File: src/rtl/float_copro_arbiter.sv
// Round-robin arbiter sharing one float_copro among NREQ requesters.
// Enforces the copro's valid-low gap between operations and aborts operations that never complete.
module float_copro_arbiter #(
  parameter int unsigned NREQ    = 2,
  parameter int unsigned TIMEOUT = 63,
  localparam int unsigned IDX_W  = (NREQ > 1) ? $clog2(NREQ) : 1
) (
  input  logic                 clk,
  input  logic                 rst_n,
  input  logic [NREQ-1:0]      req_valid,
  input  logic [NREQ*11-1:0]   req_opcode,
  input  logic [NREQ*32-1:0]   req_op0,
  input  logic [NREQ*32-1:0]   req_op1,
  output logic [NREQ-1:0]      req_done,
  output logic                 req_err,
  output logic [31:0]          rsp_result,
  output logic                 busy,
  output logic [IDX_W-1:0]     grant_idx,
  output logic                 copro_valid,
  output logic [10:0]          copro_opcode,
  output logic [31:0]          copro_op0,
  output logic [31:0]          copro_op1,
  input  logic                 copro_complete,
  input  logic [31:0]          copro_result
);

  localparam int unsigned OPC_W = 11;
  localparam int unsigned DW    = 32;
  localparam int unsigned CNT_W = 8;

  typedef enum logic [1:0] {IDLE, BUSY, RELEASE} state_t;

  state_t            state_q, state_d;
  logic [CNT_W-1:0]  cnt_q, cnt_d;
  logic [NREQ-1:0]   done_d;
  logic              err_d;
  logic [DW-1:0]     result_d;
  logic [IDX_W-1:0]  grant_d;
  logic              valid_d;
  logic              busy_d;
  logic [OPC_W-1:0]  opcode_d;
  logic [DW-1:0]     op0_d, op1_d;

  logic [OPC_W-1:0]  opc_arr [NREQ];
  logic [DW-1:0]     op0_arr [NREQ];
  logic [DW-1:0]     op1_arr [NREQ];

  logic              pick_found;
  logic [IDX_W-1:0]  pick_idx;
  int unsigned       scan_j;

  for (genvar g = 0; g < NREQ; g++) begin : g_unpack
    assign opc_arr[g] = req_opcode[OPC_W*g +: OPC_W];
    assign op0_arr[g] = req_op0[DW*g +: DW];
    assign op1_arr[g] = req_op1[DW*g +: DW];
  end

  // Round-robin pick: first pending request after the last grant, wrapping.
  always_comb begin
    pick_found = 1'b0;
    pick_idx   = grant_idx;
    scan_j     = 0;
    for (int unsigned i = 1; i <= NREQ; i++) begin
      scan_j = (32'(grant_idx) + i) % NREQ;
      if (!pick_found && req_valid[IDX_W'(scan_j)]) begin
        pick_found = 1'b1;
        pick_idx   = IDX_W'(scan_j);
      end
    end
  end

  always_comb begin
    state_d  = state_q;
    cnt_d    = cnt_q;
    done_d   = '0;
    err_d    = 1'b0;
    result_d = rsp_result;
    grant_d  = grant_idx;
    valid_d  = copro_valid;
    opcode_d = copro_opcode;
    op0_d    = copro_op0;
    op1_d    = copro_op1;
    unique case (state_q)
      IDLE: begin
        if (pick_found) begin
          state_d  = BUSY;
          grant_d  = pick_idx;
          valid_d  = 1'b1;
          cnt_d    = '0;
          opcode_d = opc_arr[pick_idx];
          op0_d    = op0_arr[pick_idx];
          op1_d    = op1_arr[pick_idx];
        end
      end
      BUSY: begin
        cnt_d = cnt_q + CNT_W'(1);
        // Completion takes precedence over a coincident timeout.
        if (copro_complete) begin
          result_d          = copro_result;
          done_d[grant_idx] = 1'b1;
          valid_d           = 1'b0;
          state_d           = RELEASE;
        end else if (cnt_q == CNT_W'(TIMEOUT - 1)) begin
          result_d          = '0;
          done_d[grant_idx] = 1'b1;
          err_d             = 1'b1;
          valid_d           = 1'b0;
          state_d           = RELEASE;
        end
      end
      RELEASE: begin
        valid_d = 1'b0;
        state_d = IDLE;
      end
      default: state_d = IDLE;
    endcase
  end

  assign busy_d = (state_d != IDLE);

  always_ff @(posedge clk or negedge rst_n) begin
    if (!rst_n) begin
      state_q      <= IDLE;
      cnt_q        <= '0;
      req_done     <= '0;
      req_err      <= 1'b0;
      rsp_result   <= '0;
      busy         <= 1'b0;
      grant_idx    <= IDX_W'(NREQ - 1);
      copro_valid  <= 1'b0;
      copro_opcode <= '0;
      copro_op0    <= '0;
      copro_op1    <= '0;
    end else begin
      state_q      <= state_d;
      cnt_q        <= cnt_d;
      req_done     <= done_d;
      req_err      <= err_d;
      rsp_result   <= result_d;
      busy         <= busy_d;
      grant_idx    <= grant_d;
      copro_valid  <= valid_d;
      copro_opcode <= opcode_d;
      copro_op0    <= op0_d;
      copro_op1    <= op1_d;
    end
  end

endmodule

File: config.mk
export PLATFORM = sky130hd
export DESIGN_NAME = float_copro_arbiter
export DESIGN_NICKNAME = d
export VERILOG_FILES = /design/src/rtl/float_copro_arbiter.sv
export SDC_FILE = /design/constraint.sdc
export NUM_CORES = 1
export LEC_CHECK = 0
export BUFFER_PORTS_ARGS = -buffer_cell sky130_fd_sc_hd__buf_2
export CORE_ASPECT_RATIO = 0.6
export CORE_MARGIN = 2
export CORE_UTILIZATION = 44
export DETAILED_ROUTE_END_ITERATION = 8
export MAX_ROUTING_LAYER = met4
export PLACE_DENSITY = 0.8
export SLEW_MARGIN = 15
export SYNTH_ARGS = -nofsm -noshare
export SYNTH_HDL_FRONTEND = slang
export SYNTH_SLANG_ARGS = --single-unit
File: constraint.sdc
create_clock -name clk -period 1.85 [get_ports clk]
set_input_delay 0.37 -clock clk [delete_from_list [all_inputs] [get_ports clk]]
set_output_delay 0.37 -clock clk [all_outputs]
set_load 0.02 [all_outputs]
* Word level (Yosys, flattened, before mapping)
Cells that the tools add are included.
Widths: inputs -> output; s select.
** Word-level totals
- Bits in registers :: 123
- Input bits :: 187
- Output and inout port bits :: 113
- Word-level logic and storage cells :: 74
** Cells by class
- $add $sub $neg :: 3
- Order comparisons :: 5
- Equal/unequal tests :: 5
- Mux-type cells :: 37
- Bitwise operators :: 1
- Reduce and logical (&&, ||, !) cells :: 12
** Operators by type and width (count)
- $mux 32 :: 8
- $mux 11 :: 3
- $pmux 8 s2 :: 1
- $mux 1 :: 15
- $mux 2 :: 6
- $add 8x1->8 const B :: 1
- $eq 8x6->1 const B :: 1
- $mux 8 :: 1
- $lt 1x2->1 const B :: 3
- $reduce_and 2->1 :: 3
- $reduce_bool 2->1 :: 3
- $pmux 2 s2 :: 1
- $ne 3x3->1 const B :: 1
- $pmux 1 s3 :: 1
- $reduce_and 3->1 :: 1
- $reduce_bool 3->1 :: 1
- $add 1x1->1 const B :: 2
- $eq 2x1->1 const B :: 1
- $eq 2x2->1 const B :: 1
- $ge 2x2->1 const B :: 1
- $logic_and 1x1->1 :: 2
- $logic_not 2->1 :: 1
- $ne 2x2->1 const B :: 1
- $not 1->2 :: 1
- 3 further kinds :: 3

* Longest topological paths before layout
Gate-level depths: netlist (run 1).
- Word-level depth :: 11
- Gate-level depth with buffers :: 8
- Depth with buffers taken out :: 6

* Worst setup path before layout (run 1)
OpenSTA, ideal clock, no wires.
- Path kind :: reg2reg
- Start point :: reg state_q[0]
- End point :: reg cnt_q[5]
- Arrival :: 1599 ps
- Setup slack :: 174 ps
- Stages on the path, launching flop included :: 7
- Buffers on the path :: 0
- Cells stage by stage :: dfrtp_1 inv_1 ha_1 nor3b_1 or3_4 or3_1 a21oi_1
** Between the ends
- Longest elaborated chain between the ends :: 3
- Elaborated cells between the ends (all ways) :: 6
- Those cells by class :: 2 x eq/ne; 1 x mux; 3 x reduce/logical
** RTL lines
- start, declared :: RTL line 33 : state_t state_q, state_d;
- start signal, assigned :: RTL line 135 : state_q <= state_d;
- $eq 2x1->1 or $logic_not 2->1 (tied branches) :: RTL line 83 : unique case (state_q)
- $reduce_bool 2->1 (no line) or $ne 2x2->1 (tied branches)
- $reduce_and 2->1 (no line)
- end signal, assigned :: RTL line 136 : cnt_q <= cnt_d;
- end, declared :: RTL line 34 : logic [CNT_W-1:0] cnt_q, cnt_d;
Parallel ways exist; a longest one is shown, timed or not.
A chain may end at the register's enable or synchronous reset.

* Final worst setup path (run 1)
Ends and elaborated chain as after synthesis.

==> results of run 1 <==
## worst max-delay path by stage
| stage | to | slack [ns] | cells past startpoint |
|---|---|---|---|
| 2_1_floorplan | cnt_q[5] | 0.17 | 6 |
| 3_3_place_gp | cnt_q[5] | 0.15 | 6 |
| 3_5_place_dp | cnt_q[5] | 0.06 | 6 |
| 4_1_cts | rsp_result[17] | 0.06 | 6 |
| 5_1_grt | cnt_q[5] | 0.03 | 6 |
| 6_report | cnt_q[5] | 0.12 | 6 |
## kinds of logic after synthesis
| group | synth area share |
|---|---|
| xor+xnor | 0.00494 |
| buf+inv | 0.0329 |
| simple gates | 0.0882 |
| compound gates | 0.143 |
| fa+ha+maj | 0.00941 |
| flops | 0.579 |
| mux | 0.143 |
## timing repair
item                                   in CTS  in global routing
gates resized for setup                     0                  4
setup endpoints to repair                   0                  6
buffers inserted                            0                  0
hold buffers                                1                  0
endpoints found under the hold margin      62                  0
## worst max-delay path, delay by kind of cell (launching register included)
| kind | cells | cell delay [ns] |
|---|---|---|
| AOI/OAI and AO/OA | 1 | 0.15 |
| adders and majority gates | 1 | 0.22 |
| buffers and inverters | 1 | 0.06 |
| and+or+nand+nor | 3 | 0.86 |
| DFF | 1 | 0.35 |
## sequential cells by signal (all words and copies together) (netlist names), 2 cells and up
name,count
copro_op0,32
copro_op1,32
rsp_result,32
copro_opcode,11
cnt_q,8
req_done,2
state_q,2
## power by group through the flow
stage	logic (mW)	registers (mW)	clock network (mW)
after floorplan	2.62	6.06	0
after global placement	6.12	4.62	0
after detailed placement	6.33	4.66	0
after CTS	6.35	4.65	3.51
after global routing	6.86	4.81	3.65
final	6.31	4.65	3.42
## area by class of cell
type / instances / area share
flip-flops and latches: 123 / 0.401
multi-input cells: 316 / 0.272
repair buffers: 312 / 0.218
clock buffers: 19 / 0.0576
well taps: 165 / 0.0269
clock inverters: 12 / 0.0225
inverters: 4 / 0.00195
## routing by layer
metal,track usage,vias up
li1,-,2275
met1,0.272,2220
met2,0.375,157
met3,0.0750,10
met4,0.0597,0
met5,-,-
## placed cells by master (no fill, tap or decap), drive strengths merged, types with 2 or more instances in the layout
cell type	count
or3	2
clkbuf	19
a22o	33
bufinv	4
dfrtp	122
nor2	9
xnor2	2
o21ai	83
nand2	87
a21oi	3
buf	311
clkinv	6
clkinvlp	2
mux2i	76
ha	4
or2	2
inv	4
nor4b	2
==> impl_metrics.json, run 1 <==
{
  "finalWirelength_um": 14600,
  "final_layout_size_suffix_gt1_frac": 0.445,
  "power.share.clock": 0.238,
  "power.ir.vdd_worst_uv": 906,
  "period_needed_ns": 1.73,
  "grt_start_max_net_pins": 80,
  "status": "finished clean",
  "fmax_mhz": 579,
  "place.detailed.instances": 919,
  "nFillCells": 960,
  "syn-mean-instance-area_sq_um": 11.2,
  "cts.clk_slew.worst_paths_ns": 0.06,
  "power.internal_mw": 8.60,
  "setup.reg_to_reg.worst_slack_ns": 0.12,
  "primary_ff_master_synth": "sky130_fd_sc_hd__dfrtp_1",
  "insertedDiodeCount": 0,
  "synth_top_area_share": 0.574,
  "report.final.setup_viol": 0,
  "io_buffer_count": 299,
  "hold-path-cell-count": 2,
  "antenna_found_initial": 0,
  "grt_usage": 0.227,
  "pwr-share-seq": 0.323,
  "met1_length_um": 6290,
  "fin_crit_sh": 0.933,
  "timing.slew.headroom": 0.697,
  "post_synth_edffs": 0,
  "hold_start": "copro_result[5]",
  "ant_nets": 0,
  "final-instance-count-excl-fill": 951,
  "syn_nets": 667,
  "critPathMaxFanout": 5,
  "stdcell_area_sq_um": 7690,
  "worstPathCellList": "inv_1, ha_1, nor3b_1, or3_4, or3_1, a21oi_1",
  "synth-seq-cells": 123,
  "yosys.cell_count.top_type": "sky130_fd_sc_hd__dfrtp_1",
  "dpl_worst_slack_ns": 0.0575,
  "hold_ws_ns": 0.188,
  "initial_core_utilization": 0.447,
  "dr.max_layer_used": "met4",
  "ff2ff_path_depth": 6,
  "drcViolationCount": 0,
  "syn-cell-area_sq_um": 5320,
  "post_synth_inst_count": 476,
  "worst_ep_required_time_ns": 2.17,
  "crit_path_start_kind": "flip-flop",
  "avgViaCountPerCell": 4.90,
  "multi_input_comb_area_sq_um": 2090,
  "postSynth.asyncResetShare": 1.00,
  "yosys-top-cells-count": "122 x sky130_fd_sc_hd__dfrtp_1, 87 x sky130_fd_sc_hd__nand2_1, 76 x sky130_fd_sc_hd__mux2i_1",
  "power_frac_comb": 0.439,
  "fin_tns_setup_ns": 0,
  "timing.setup.critical_path_class": "reg -> reg",
  "timing.max_cap.violations": 0,
  "unrepaired_setup_endpoints_after_global_routing": "no",
  "clock_sinks": 123,
  "cts-htree-levels": 4,
  "placeableCoreArea_sq_um": 11900,
  "grt_first_pass_wirelength_um": 22100,
  "die-area_sq_um": 13000,
  "gp_routability_congestion": 0.876,
  "reg_to_reg_critical_path_endpoint": "cnt_q[5]",
  "final_worst_setup_slack_ns": 0.124,
  "clock-root-buffer": "sky130_fd_sc_hd__clkbuf_16",
  "drt_iter0_markers": 246,
  "hp-class": "in -> reg",
  "placement.cell_area_sq_um": 7050,
  "floorplan.io_pins": 300,
  "swShare": 0.402,
  "cts-buffers-inserted": 17,
  "clock_insertion_delay_worst_skew_ns": 0.40,
  "vias": 4662,
  "place_hpwl_um": 11000,
  "areaGrowthSynthToFinish_pct": 44.5,
  "worst_clock_skew_ns": 0.00755,
  "final_util": 0.646,
  "timing.critical_path.to_type": "flip-flop",
  "num-nets-final": 965,
  "synth_seq_area_share": 0.579,
  "met2_length_um": 7250,
  "netlist_top_cells_area": "sky130_fd_sc_hd__dfrtp_1 57%, sky130_fd_sc_hd__mux2i_1 14%, sky130_fd_sc_hd__o21ai_0 6.4%",
  "timing_hold_violations_final": 0,
  "via_count_of_the_first_global_routing_pass": 4484,
  "first_pass_iters": 5,
  "tightestPinTransition_ns": 0.453,
  "yosysTopAreaCell": "sky130_fd_sc_hd__dfrtp_1",
  "tritoncts": "built",
  "crit_slowest_cell": "sky130_fd_sc_hd__or3_4",
  "globalRouteOverflowTotal": 0,
  "cpPeakStageDelay_ns": 0.37,
  "switching_power_mw": 5.78,
  "core.rowCount": 31,
  "ctsLongestPathBuffers": 2,
  "finalPower_mw": 14.4,
  "synthesis.yosys.warnings": 0,
  "seq_area_sq_um": 3080,
  "cellLeakagePower_nw": 4.12,
  "wl_met3_um": 928,
  "pwr_density_cell_nw_per_um2": 1870,
  "worstHoldEndpoint": "rsp_result[5]",
  "final-max-slew-violation-count": 0,
  "cp-startpoint": "state_q[0]",
  "worst_path_arrival_ns": 2.05,
  "wl_per_cell_um": 15.3,
  "synth_cell_type_count": 34,
  "chipWidth_um": 146,
  "rr_startpoint": "state_q[0]",
  "dieHeight_um": 89.2
}
(Power assumes the default switching activity.)
==> run 2, diff against run 1 <==
--- a/config.mk
+++ b/config.mk
@@ -12,6 +12,7 @@
 export DETAILED_ROUTE_END_ITERATION = 8
 export MAX_ROUTING_LAYER = met4
 export PLACE_DENSITY = 0.8
+export SETUP_SLACK_MARGIN = 0.5
 export SLEW_MARGIN = 15
 export SYNTH_ARGS = -nofsm -noshare
 export SYNTH_HDL_FRONTEND = slang
==> run 2 against run 1 <==
Wire length grew 26%. Combinational power increased by 48%. Hold slack improved by 0.0099 ns. Non-clock buffer count grew 65. Largest cell class unchanged. Highest routed layer unchanged.
==> impl_metrics.json, run 2 (synthesis gave the netlist of run 1 again) <==
{
  "worst_clock_skew_ns": 0.00835,
  "clock_sinks": 123,
  "avgViaCountPerCell": 5.16,
  "io_buffer_count": 299,
  "power.share.clock": 0.205,
  "gp_routability_congestion": 0.833,
  "swShare": 0.386,
  "final-max-slew-violation-count": 0,
  "grt_first_pass_wirelength_um": 25100,
  "power.ir.vdd_worst_uv": 1070,
  "timing.max_cap.violations": 0,
  "power_frac_comb": 0.531,
  "insertedDiodeCount": 0,
  "report.final.setup_viol": 0,
  "vias": 5245,
  "cts.clk_slew.worst_paths_ns": 0.06,
  "ctsLongestPathBuffers": 2,
  "die-area_sq_um": 13000,
  "drcViolationCount": 0,
  "num-nets-final": 1030,
  "ant_nets": 0,
  "timing.critical_path.to_type": "flip-flop",
  "grt_usage": 0.255,
  "antenna_found_initial": 0,
  "pwr_density_cell_nw_per_um2": 1950,
  "cellLeakagePower_nw": 4.69,
  "finalWirelength_um": 18400,
  "pwr-share-seq": 0.264,
  "grt_start_max_net_pins": 76,
  "multi_input_comb_area_sq_um": 2330,
  "globalRouteOverflowTotal": 0,
  "timing_hold_violations_final": 0,
  "period_needed_ns": 1.70,
  "final_layout_size_suffix_gt1_frac": 0.530,
  "reg.largest.list": "copro_op0 x32, copro_op1 x32, rsp_result x32",
  "final_cell_mix": "285 x sky130_fd_sc_hd__buf_2, 122 x sky130_fd_sc_hd__dfrtp_1, 86 x sky130_fd_sc_hd__nand2_1",
  "hp-class": "in -> reg",
  "seq_area_sq_um": 3080,
  "power.internal_mw": 10.8,
  "hold_start": "copro_result[13]",
  "unrepaired_setup_endpoints_after_global_routing": "yes",
  "initial_core_utilization": 0.447,
  "chipWidth_um": 146,
  "areaGrowthSynthToFinish_pct": 70.0,
  "status": "finished clean",
  "placeableCoreArea_sq_um": 11900,
  "tightestPinTransition_ns": 0.511,
  "cts-htree-levels": 4,
  "fin_tns_setup_ns": 0,
  "switching_power_mw": 6.81,
  "critPathMaxFanout": 5,
  "timing.setup.critical_path_class": "reg -> reg",
  "clock_insertion_delay_worst_skew_ns": 0.40,
  "worst_ep_required_time_ns": 2.16,
  "cts-buffers-inserted": 17,
  "wl_per_cell_um": 18.1,
  "cp-startpoint": "state_q[1]",
  "crit_path_start_kind": "flip-flop",
  "place_hpwl_um": 11100,
  "timing.slew.headroom": 0.658,
  "first_pass_iters": 4,
  "dieHeight_um": 89.2,
  "clock-root-buffer": "sky130_fd_sc_hd__clkbuf_16",
  "via_count_of_the_first_global_routing_pass": 5012,
  "drt_iter0_markers": 271,
  "floorplan.io_pins": 300,
  "nFillCells": 818,
  "finalPower_mw": 17.6,
  "fin_crit_sh": 0.921,
  "core.rowCount": 31,
  "tritoncts": "built",
  "worst_path_arrival_ns": 2.02,
  "layout_commonest_cell": "sky130_fd_sc_hd__buf_2",
  "fmax_mhz": 587,
  "rr_startpoint": "state_q[1]"
}
run 2: final cells by class:
| type | count | area share |
|---|---|---|
| Inverter | 4 | 0.00166 |
| Clock inverter | 11 | 0.0215 |
| Tap cell | 165 | 0.0228 |
| Timing Repair Buffer | 377 | 0.307 |
| Clock buffer | 20 | 0.0494 |
| Sequential cell | 123 | 0.341 |
| Multi-Input combinational cell | 316 | 0.258 |
run 2: final timing paths:
check | depth (start not counted) | slack, ns | end
hold reg to reg | 2 | 0.48 | copro_op0[21]
hold / removal | 2 | 0.20 | rsp_result[13]
setup / recovery | 6 | 0.15 | cnt_q[5]
setup reg to reg | 6 | 0.15 | cnt_q[5]
max in group asynchronous | 3 | 0.94 | grant_idx
min in group asynchronous | 3 | 0.51 | copro_opcode[4]
run 2: worst max-delay path, cell delays in order (launching register included):
cell	delay [ns]
sky130_fd_sc_hd__dfrtp_1	0.37
sky130_fd_sc_hd__inv_2	0.07
sky130_fd_sc_hd__ha_4	0.18
sky130_fd_sc_hd__nor3b_4	0.15
sky130_fd_sc_hd__or3_4	0.38
sky130_fd_sc_hd__or3_4	0.34
sky130_fd_sc_hd__a21oi_2	0.14
run 2: timing repair:
item / 4_1_cts / 5_1_grt
gates cloned: 11 / 11
hold endpoints to repair: 48 / 0
buffers inserted: 30 / 14
resized for setup: 62 / 60
hold buffers: 1 / 0
pin swaps: 7 / 12
endpoints found under the setup margin: 123 / 138
run 2: power by group through the flow:
stage / clock [mW] / combinational, mW / sequential (mW)
global placement: 0 / 6.27 / 4.58
finish: 3.61 / 9.37 / 4.65
global route: 3.79 / 9.95 / 4.79
detailed placement: 0 / 6.48 / 4.64
floorplan: 0 / 2.96 / 6.06
CTS: 3.65 / 8.15 / 4.60
run 2: through the flow:
| stage | instances | hold slack (ns) | cell area (sq um) | utilization | setup slack, ns |
|---|---|---|---|---|---|
| floorplan | 476 | 0.0744 | 5460 | - | 0.228 |
| global placement | 918 | 0.379 | 7090 | 0.595 | 0.168 |
| detailed placement | 918 | 0.391 | 7090 | 0.595 | 0.100 |
| CTS | 991 | 0.180 | 8490 | 0.713 | 0.207 |
| global route | 1016 | 0.183 | 9040 | 0.759 | 0.0964 |
| finish | 1016 | 0.198 | 9040 | 0.759 | 0.147 |
run 2: metal layers:
metal	up-vias	track usage	routed length, um
li1	2414	-	-
met2	255	0.428	9330
met1	2546	0.315	7490
met4	0	0.0856	288
met5	-	-	0
met3	30	0.0556	1260
==> run 3, diff against run 2 <==
--- a/config.mk
+++ b/config.mk
@@ -10,10 +10,11 @@
 export CORE_MARGIN = 2
 export CORE_UTILIZATION = 44
 export DETAILED_ROUTE_END_ITERATION = 8
+export GPL_TIMING_DRIVEN = 0
 export MAX_ROUTING_LAYER = met4
 export PLACE_DENSITY = 0.8
 export SETUP_SLACK_MARGIN = 0.5
-export SLEW_MARGIN = 15
+export SLEW_MARGIN = 20
 export SYNTH_ARGS = -nofsm -noshare
 export SYNTH_HDL_FRONTEND = slang
 export SYNTH_SLANG_ARGS = --single-unit
==> run 3 against run 2 <==
Non-clock buffer count increased by 40. Sequential power increased by 3%. Final cell count increased by 4.1%. First-iteration DRC count decreased by 12%. Clock power decreased by 6.4%. Clock skew about the same. Sequential cell count unchanged. Power increased by 3.5%. Core utilization increased by 2.8 points. Maximum frequency decreased by 3.8%. Sequential share of layout area decreased by 1.2 points. Critical path type unchanged. Critical endpoint is now copro_op0[14]. Highest routed layer unchanged.
==> impl_metrics.json, run 3 (synthesis gave the netlist of run 1 again) <==
{
  "timing_hold_violations_final": 0,
  "place.detailed.instances": 941,
  "first_pass_iters": 4,
  "setup.reg_to_reg.worst_slack_ns": 0.08,
  "fin_crit_sh": 0.957,
  "globalRouteOverflowTotal": 0,
  "clock-root-buffer": "sky130_fd_sc_hd__clkbuf_16",
  "grt_util_met1": 0.333,
  "power.ir.vdd_worst_uv": 1130,
  "timing.slew.headroom": 0.655,
  "period_needed_ns": 1.77,
  "grt_first_pass_wirelength_um": 26900,
  "worst_clock_skew_ns": 0.00813,
  "worstPathCellList": "nand2_2, o21ai_4, buf_12, buf_6, buf_6, mux2i_1, o21ai_1",
  "cts-buffers-inserted": 17,
  "drcViolationCount": 0,
  "wl_per_cell_um": 18.6,
  "core.rowCount": 31,
  "final-max-slew-violation-count": 0,
  "nFillCells": 724,
  "chipWidth_um": 146,
  "floorplan.io_pins": 300,
  "place_hpwl_um": 12300,
  "num-nets-final": 1070,
  "cts-htree-levels": 4,
  "initial_core_utilization": 0.447,
  "global_route.peak_usage_layer": "met2",
  "worst_ep_required_time_ns": 2.11,
  "timing.setup.critical_path_class": "reg -> reg",
  "layout_commonest_cell": "sky130_fd_sc_hd__buf_2",
  "report.final.setup_viol": 0,
  "seq_area_sq_um": 3080,
  "status": "finished clean",
  "timing.max_cap.violations": 0,
  "crit_buf_inv": 3,
  "hp-class": "in -> reg",
  "cellLeakagePower_nw": 4.85,
  "via_count_of_the_first_global_routing_pass": 5327,
  "final_layout_size_suffix_gt1_frac": 0.550,
  "areaGrowthSynthToFinish_pct": 76.2,
  "gp_routability_congestion": 0.856,
  "vias": 5450,
  "timing.critical_path.to_type": "flip-flop",
  "finalWirelength_um": 19600,
  "grt_start_max_net_pins": 64,
  "crit_slowest_cell": "sky130_fd_sc_hd__dfstp_2",
  "fmax_mhz": 565,
  "avgViaCountPerCell": 5.15,
  "critical-path-top-cell-by-count": "sky130_fd_sc_hd__buf_6",
  "grt.met3_usage": 0.0597,
  "cpPeakStageDelay_ns": 0.60,
  "clock_sinks": 123,
  "drt_iter0_markers": 239,
  "multi_input_comb_area_sq_um": 2300,
  "ctsLongestPathBuffers": 2,
  "die-area_sq_um": 13000,
  "unrepaired_setup_endpoints_after_global_routing": "yes",
  "placeableCoreArea_sq_um": 11900,
  "reg.largest.list": "copro_op0 x32, copro_op1 x32, rsp_result x32",
  "pwr_density_cell_nw_per_um2": 1950,
  "antenna_found_initial": 0,
  "clock_insertion_delay_worst_skew_ns": 0.41,
  "final_cell_mix": "230 x sky130_fd_sc_hd__buf_2, 122 x sky130_fd_sc_hd__dfrtp_1, 82 x sky130_fd_sc_hd__nand2_1",
  "ant_nets": 0,
  "dieHeight_um": 89.2,
  "io_buffer_count": 299,
  "critPathMaxFanout": 8,
  "final-instance-count-excl-fill": 1058,
  "crit_path_start_kind": "flip-flop",
  "tritoncts": "built",
  "grt_usage": 0.278,
  "fin_tns_setup_ns": 0,
  "hold_ws_ns": 0.181,
  "worst_path_arrival_ns": 2.03,
  "tightestPinTransition_ns": 0.518,
  "timing.critical_path.max_delay_family": "flip-flops",
  "grtUsageMet2": 0.484,
  "cts.clk_slew.worst_paths_ns": 0.06
}
run 3: changes by cell type in the layout (fill, tap and decap cells not counted), sizes merged:
cell      change
clkbuf       +10
buf          +30
clkinvlp      +2
diode         +1
clkinv        +1
bufinv        -2
run 3: stage by stage:
| step | instance area (sq um) | worst slack (ns) | power (mW) | utilization |
|---|---|---|---|---|
| after global placement | 7160 | -1.06 | 11.2 | 0.602 |
| after floorplan | 5460 | 0.228 | 9.02 | - |
| after CTS | 8480 | 0.167 | 16.3 | 0.712 |
| after global routing | 9370 | 0.0250 | 19.2 | 0.787 |
| final | 9370 | 0.0797 | 18.3 | 0.787 |
| after detailed placement | 7200 | -0.0172 | 11.5 | 0.604 |
run 3: area by class of cell:
| class | count | area share |
|---|---|---|
| inverters | 4 | 0.00160 |
| plain buffers | 33 | 0.0429 |
| diodes | 1 | 0.000267 |
| multi-input cells | 316 | 0.246 |
| flip-flops and latches | 123 | 0.329 |
| repair buffers | 384 | 0.295 |
| clock buffers | 20 | 0.0487 |
| well taps | 165 | 0.0220 |
| clock inverters | 12 | 0.0156 |
run 3: final timing paths:
check,end,depth (start not counted),from
worst max register to register,copro_op0[14],7,grant_idx
max in group asynchronous,grant_idx,3,rst_n
worst min-delay path,rsp_result[12],2,copro_result[12]
worst min register to register,copro_opcode[7],2,copro_opcode[7]
worst max-delay path,copro_op0[14],7,grant_idx
min in group asynchronous,rsp_result[5],2,rst_n
run 3: layer usage:
layer,part of all wire,vias up
met5,0,-
met4,0.023,0
met3,0.054,51
met2,0.52,214
met1,0.40,2694
li1,-,2491
run 3: power by group:
part           total (mW)  switching (mW)  internal [mW]
sequential           4.78           0.821           3.96
clock                3.38            1.20           2.18
combinational        10.1            5.04           5.06
run 3: timing repair:
action | CTS | global route
pin swaps | 9 | 6
setup buffers | 24 | 49
resized for setup | 77 | 153
hold buffers | 1 | 0
endpoints found under the hold margin | 60 | 0
endpoints found under the setup margin | 125 | 228
gates cloned | 8 | 2
